**src/rtl/entrada_handshake_pkg.sv**
```systemverilog
// Shared definitions for the processor input path.
//   estado_e : handshake FSM states (2-bit encoding)
//   PalavraW : width of the DE2 switch word SW[17:0]
package processador_defs;

  localparam int unsigned PalavraW = 18;

  typedef enum logic [1:0] {
    Ocioso = 2'd0,  // no request from the control unit
    Espera = 2'd1,  // request pending, waiting for a confirmed press
    Pronto = 2'd2,  // value captured, sinal held high
    Libera = 2'd3   // request withdrawn, waiting for the button to be released
  } estado_e;

endpackage

```
**src/rtl/entrada_handshake_debounce.sv**
```systemverilog
// Pushbutton conditioner: synchroniser, debouncer and press-edge detector.
// Ports:
//   clock    in   board clock
//   reset    in   synchronous, active-low reset
//   botao_in in   raw active-low pushbutton (asynchronous)
//   nivel    out  debounced button level (1 = released)
//   press    out  one-cycle pulse on a debounced 1->0 transition
module debounce_botao #(
  parameter int unsigned SYNC_STAGES     = 2,
  parameter int unsigned DEBOUNCE_CYCLES = 500000,
  parameter int unsigned CNT_W           = 19
) (
  input  logic clock,
  input  logic reset,
  input  logic botao_in,
  output logic nivel,
  output logic press
);

  localparam logic [CNT_W-1:0] CntMax = CNT_W'(DEBOUNCE_CYCLES - 1);

  logic [SYNC_STAGES-1:0] sync_q;
  logic                   synced;
  logic [CNT_W-1:0]       cnt_q, cnt_d;
  logic                   nivel_q, nivel_d;
  logic                   press_q, press_d;

  assign synced = sync_q[SYNC_STAGES-1];

  // Counter tracks how many consecutive cycles the synced value has disagreed
  // with the debounced level; any agreement restarts the window.
  always_comb begin
    cnt_d   = '0;
    nivel_d = nivel_q;
    press_d = 1'b0;
    if (synced != nivel_q) begin
      if (cnt_q == CntMax) begin
        nivel_d = synced;
        press_d = ~synced;
      end else begin
        cnt_d = cnt_q + 1'b1;
      end
    end
  end

  always_ff @(posedge clock) begin
    if (!reset) begin
      sync_q  <= '1;
      cnt_q   <= '0;
      nivel_q <= 1'b1;
      press_q <= 1'b0;
    end else begin
      sync_q  <= {sync_q[SYNC_STAGES-2:0], botao_in};
      cnt_q   <= cnt_d;
      nivel_q <= nivel_d;
      press_q <= press_d;
    end
  end

  assign nivel = nivel_q;
  assign press = press_q;

endmodule

```
**src/rtl/entrada_handshake.sv**
```systemverilog
// Processor input stage: conditions the ENTER key and captures the switch word
// on a confirmed press, answering a level request from the control unit.
// Ports:
//   clock      in   board clock (only clock)
//   reset      in   synchronous, active-low reset
//   enter      in   raw ENTER key, active-low, asynchronous
//   entrada    in   switch word SW[17:0]
//   in         in   control-unit request level
//   sinal      out  value ready; held until `in` falls
//   valor      out  captured switch word, stable while sinal=1
//   aguardando out  request pending and no press yet (LED)
module entrada_handshake
  import processador_defs::*;
#(
  parameter int unsigned DEBOUNCE_CYCLES = 500000,
  parameter int unsigned CNT_W           = 19,
  parameter int unsigned SYNC_STAGES     = 2
) (
  input  logic                clock,
  input  logic                reset,
  input  logic                enter,
  input  logic [PalavraW-1:0] entrada,
  input  logic                in,
  output logic                sinal,
  output logic [PalavraW-1:0] valor,
  output logic                aguardando
);

  logic nivel;
  logic press;

  debounce_botao #(
    .SYNC_STAGES    (SYNC_STAGES),
    .DEBOUNCE_CYCLES(DEBOUNCE_CYCLES),
    .CNT_W          (CNT_W)
  ) u_debounce (
    .clock   (clock),
    .reset   (reset),
    .botao_in(enter),
    .nivel   (nivel),
    .press   (press)
  );

  estado_e             estado_q, estado_d;
  logic [PalavraW-1:0] valor_q, valor_d;
  logic                sinal_q, sinal_d;
  logic                aguardando_q, aguardando_d;

  always_comb begin
    estado_d = estado_q;
    valor_d  = valor_q;
    unique case (estado_q)
      Ocioso: begin
        // Presses seen here are deliberately dropped, not buffered.
        if (in) estado_d = Espera;
      end
      Espera: begin
        // A withdrawn request beats a press arriving in the same cycle.
        if (!in) begin
          estado_d = Ocioso;
        end else if (press) begin
          valor_d  = entrada;
          estado_d = Pronto;
        end
      end
      Pronto: begin
        if (!in) estado_d = Libera;
      end
      Libera: begin
        // Holding the key must not satisfy a following request.
        if (nivel) estado_d = Ocioso;
      end
      default: estado_d = Ocioso;
    endcase
    // Outputs are decoded from the next state so they register with it.
    sinal_d      = (estado_d == Pronto);
    aguardando_d = (estado_d == Espera);
  end

  always_ff @(posedge clock) begin
    if (!reset) begin
      estado_q     <= Ocioso;
      valor_q      <= '0;
      sinal_q      <= 1'b0;
      aguardando_q <= 1'b0;
    end else begin
      estado_q     <= estado_d;
      valor_q      <= valor_d;
      sinal_q      <= sinal_d;
      aguardando_q <= aguardando_d;
    end
  end

  assign sinal      = sinal_q;
  assign valor      = valor_q;
  assign aguardando = aguardando_q;

endmodule

```
**config.mk**
```make
export PLATFORM = sky130hd
export DESIGN_NAME = entrada_handshake
export DESIGN_NICKNAME = d
export VERILOG_FILES = /design/src/rtl/entrada_handshake_pkg.sv /design/src/rtl/entrada_handshake_debounce.sv /design/src/rtl/entrada_handshake.sv
export SDC_FILE = /design/constraint.sdc
export NUM_CORES = 1
export LEC_CHECK = 0
export ABC_CLOCK_PERIOD_IN_PS = 1700
export CAP_MARGIN = 40
export CORE_UTILIZATION = 45
export DETAILED_ROUTE_END_ITERATION = 6
export PLACE_DENSITY = 0.75
export SLEW_MARGIN = 10
export SYNTH_ARGS = -nofsm -noshare
export SYNTH_HDL_FRONTEND = slang
export SYNTH_SLANG_ARGS = --single-unit
```
**constraint.sdc**
```tcl
create_clock -name clock -period 1.7 [get_ports clock]
set_clock_uncertainty 0.1 [all_clocks]
set_input_delay 0.17 -clock clock [delete_from_list [all_inputs] [get_ports clock]]
set_output_delay 0.17 -clock clock [all_outputs]
set_load 0.01 [all_outputs]
```
Yosys cells after proc, flatten, opt, wreduce, memory -nomap -nowiden

Cells that the tools add are included.

Output and inout bits: 20
Input port bits: 22
Word-level logic and storage cells: 30
Bits in registers: 45

Add/subtract/negate cells: 1
Mux-type cells: 6
Bitwise gates (word level): 3
Reductions and logical operators: 5
Equality and inequality tests: 7

Operators with widths:

| kind                  | count |
|---|---|
| $add 19x1->19 const B | 1 |
| $eq 19x19->1 const B  | 1 |
| $mux 2                | 5 |
| $pmux 2 s4            | 1 |
| $eq 2x2->1 const B    | 3 |
| $reduce_and 3->1      | 2 |
| $eq 2x1->1 const B    | 2 |
| $not 1->1             | 3 |
| $reduce_or 3->1       | 1 |
| $logic_not 2->1       | 1 |
| $reduce_and 2->1      | 1 |
| $ne 1x1->1            | 1 |

Logic depth before layout (Yosys ltp)

Depth in word-level cells: 4
Mapped depth: 6
Mapped depth without buffers: 5

Modules after synthesis

From an unflattened synthesis, not the netlist that was laid out.

Cells, all modules: 212
Area total of the unflattened synthesis: 1,991.9 µm²

Modules (own cells, without submodules):

| module            | area an instance (µm²) | sequential area each (µm²) | cells an instance | times used |
|---|---|---|---|---|
| debounce_botao    | 1,086.0                | 460.4                      | 117               | 1 |
| entrada_handshake | 905.9                  | 440.4                      | 95                | 1 |

Worst setup path after synthesis

OpenSTA, ideal clock, no wires.

Path kind: reg2reg
From: register u_debounce.cnt_q[0]
To: register u_debounce.cnt_q[18]
Library setup time: 0.131 ns
Path slack: 0.028 ns
Cell stages (with the launch flop): 6
Arrival: 1.441 ns
Required time: 1.469 ns
Path buffers: 0
Clock period less this slack: 1.672 ns
Cells stage by stage: dfxtp_1 ha_1 nand4_2 nor3_1 a31o_2 a21oi_1

Cells in the longest elaborated chain, start to end: 2
Elaborated cells on any way between the ends: 3
Classes of those cells: add/sub (1); eq/ne (1); reduce/logical (1)

Ends and longest elaborated chain:

| what                                                  | RTL line                         | source |
|---|---|---|
| from (decl)                                           | entrada_handshake_debounce.sv:24 | `logic [CNT_W-1:0] cnt_q, cnt_d;` |
| from (signal assigned)                                | entrada_handshake_debounce.sv:54 | `cnt_q <= cnt_d;` |
| branches (longest 2 deep; another with $add 19x1->19) | -                                |  |

Parallel ways; which one is timed is not known.
A chain may end at the register's enable or synchronous reset.

Final worst setup path

From: register u_debounce.cnt_q[6]
To: register u_debounce.cnt_q[17]

Same word-level chain as after synthesis.

==> key figures <==
Finish
  • Finished Layout Cells: 319
  • Register Area: 902.1 sq um
  • # fillers: 354
  • Multi-input logic area: 948.4 sq um
  • Most frequent cells in the layout: 48 x nand2_1, 44 x dfxtp_1, 41 x clkdlybuf4s50_1
  • Final core occ: 64.01%
  • Area Growth Syn to Fin: 35.42%
  • # diodes: 0
  • Final instance area: 2597 sq um
  • Share of post-route cells with drive strength above 1: 13.75%
  • Most common cell after layout, fill and taps aside: nand2_1
  • Number of nets in the layout: 291

Outcome
  • Outcome: complete, no violations

Power and ir drop
  • Pwr dens: 752.4 nW/um^2
  • Max IR drop VDD: 489.9 uV
  • Static leakage power: 0.8874 nW

Clocking
  • Number of clock sinks: 45
  • Clock latency at the later pin of the worst-skew pair: 0.30 ns
  • Clk pin slew, worst setup/hold paths: 0.09 ns
  • H-tree depth: 2
  • Post-CTS setup buffers: 0
  • TritonCTS Buffers: 5
  • Clock Tree Buf Depth: 2
  • TritonCTS clock tree: done
  • CTS root buf: clkbuf_8

Synth
  • Synthesized area per cell: 9.048 sq um
  • Mapped Area: 1918 sq um
  • Synth area leaders: dfxtp_1 47%, nand2_1 9.4%, a21boi_0 7.4%
  • Top-area cell type share of the netlist area: 46.97%
  • Synth warn: 0
  • Register bit total from synthesis: 45
  • Mapped Nets: 235
  • Cells after Synth: 212
  • Seq/Total Area, Yosys: 46.97%
  • Leading area contributor after synthesis: dfxtp_1
  • Unique masters post-synth: 37

Global route
  • Initial antenna violation count: 0
  • Vias in the first global route: 1535
  • Largest net degree at the start of global routing: 23
  • Overflow after GRT: 0
  • First-pass GRT wire length: 6.506 mm
  • GRT Resource Usage Total: 19.22%

Floorplan
  • I/O pin count: 42
  • Die Wd: 67.29 um
  • Die Span Y: 67.29 um
  • Die area: 4527 sq um
  • Initial Utilization: 47.27%
  • Core Rows: 23
  • Area of the core: 4058 sq um

Worst hold path
  • HP Class: flop to flop

Timing
  • Final Cycle Share: 93.64%
  • Max Slew Vio Count: 0
  • Final min period: 1.592 ns
  • Setup ws final: 0.1081 ns
  • # setup viols final: 0
  • Final Hold Fails: 0
  • Least-Margin Pin Slew: 0.4023 ns
  • Rel. slew slack: 72.93%
  • Fmax: 628.2 MHz

Drt
  • Post-Route WL: 3.720 mm
  • DR pass1 iterations: 4
  • Vias per cell: 4.978
  • Vias: 1588
  • DR WL/cell: 11.66 um
  • Drt drc: 0
  • Initial DRC Count: 71
  • Antenna violation net count after detailed routing: 0

Placement
  • PortBufs: 41
  • Placed inst area: 2476 sq um
  • Dpl cells: 311
  • Place WS: 0.02523 ns
  • DP HPWL: 2.713 mm
  • Gp weighted congestion: 0.7355

Setup path
  • Crit Path Max Fanout: 8
  • CP endpoint kind: flop
  • CP Data Arrival Time: 1.73 ns
  • Crit Path Class: flop to flop
  • CP required: 1.84 ns
  • Critical Path Source Type: flop

Run
  • Max_cap viols: 0
[report_power, final]
part           switching (mW)  internal (mW)
logic                  0.0271         0.0618
registers             0.00321           1.06
clock network           0.364          0.440
total                   0.395           1.56
[routing by layer]
layer,vias to the layer above,track usage [%],routed length [um]
met4,0,5.585,31
met5,-,0,0
met2,36,35.00,1812
met1,713,21.41,1693
li1,835,-,-
met3,4,5.574,183
[through the flow]
| step | hold WS, ns | power (mW) | setup TNS [ns] |
|---|---|---|---|
| floorplan | 0.1715 | 1.114 | 0 |
| global placement | 0.3084 | 1.176 | 0 |
| detailed placement | 0.3001 | 1.175 | 0 |
| CTS | 0.3126 | 1.993 | 0 |
| global route | 0.3279 | 2.031 | -0.01193 |
| finish | 0.3260 | 1.954 | 0 |
[logic make-up after synthesis]
kind of cell / count (synthesis) / share of synthesized area (%)
AND/OR/NAND/NOR: 109 / 30.01
adder cells (fa/ha/maj): 1 / 0.6522
multiplexers: 1 / 0.5219
buffers and inverters: 13 / 3.848
flip-flops: 45 / 46.97
XOR/XNOR: 15 / 6.850
AO/OA/AOI/OAI: 28 / 11.15
[worst paths after layout]
| kind | start | end | slack, ns | depth (start not counted) |
|---|---|---|---|---|
| max | u_debounce.cnt_q[6] | u_debounce.cnt_q[17] | 0.11 | 5 |
| min | u_debounce.sync_q[0] | u_debounce.sync_q[1] | 0.33 | 1 |
| max reg2reg | u_debounce.cnt_q[6] | u_debounce.cnt_q[17] | 0.11 | 5 |
| min reg2reg | u_debounce.sync_q[0] | u_debounce.sync_q[1] | 0.33 | 1 |
[repair_timing]
item / 4_1_cts / 5_1_grt
resized for setup: 0 / 2
endpoints found under the setup margin: 0 / 2
hold buffers: 0 / 0
[area by class of cell]
cell class,instances,area share (%)
repair buffers,59,21.48
flip-flops and latches,45,34.73
clock buffers,5,2.649
multi-input cells,154,36.51
inverters,3,0.4335
well taps,50,2.408
clock inverters,3,1.782
[sequential cells by signal (all words and copies together) (netlist names)]
signal	cells
aguardando	1
estado_q	2
sinal	1
u_debounce.cnt_q	19
u_debounce.nivel	1
u_debounce.press	1
u_debounce.sync_q	2
valor	18
[worst max-delay path: stages (launching register included)]
cell and delay (ns):
dfxtp_1 0.49, nand3_4 0.10, buf_4 0.18, nor4_1 0.37
nand4bb_1 0.15, a21oi_1 0.15
[cell usage after synthesis, drive strengths merged]
master / instances
nand2: 48
dfxtp: 45
nor2: 20
a21boi: 19
xnor2: 12
nand4: 9
nand3: 7
nor4: 7
buf: 6
clkbuf: 4
a21oi: 3
and3: 3
inv: 3
nand2b: 3
nor2b: 3
nor3: 3
xor2: 3
o211ai: 2
o21ai: 2
a31o: 1
a32oi: 1
and4: 1
and4bb: 1
ha: 1
mux2i: 1
nand3b: 1
nand4bb: 1
nor3b: 1
or4: 1
Power figures use the tool's default switching activity.
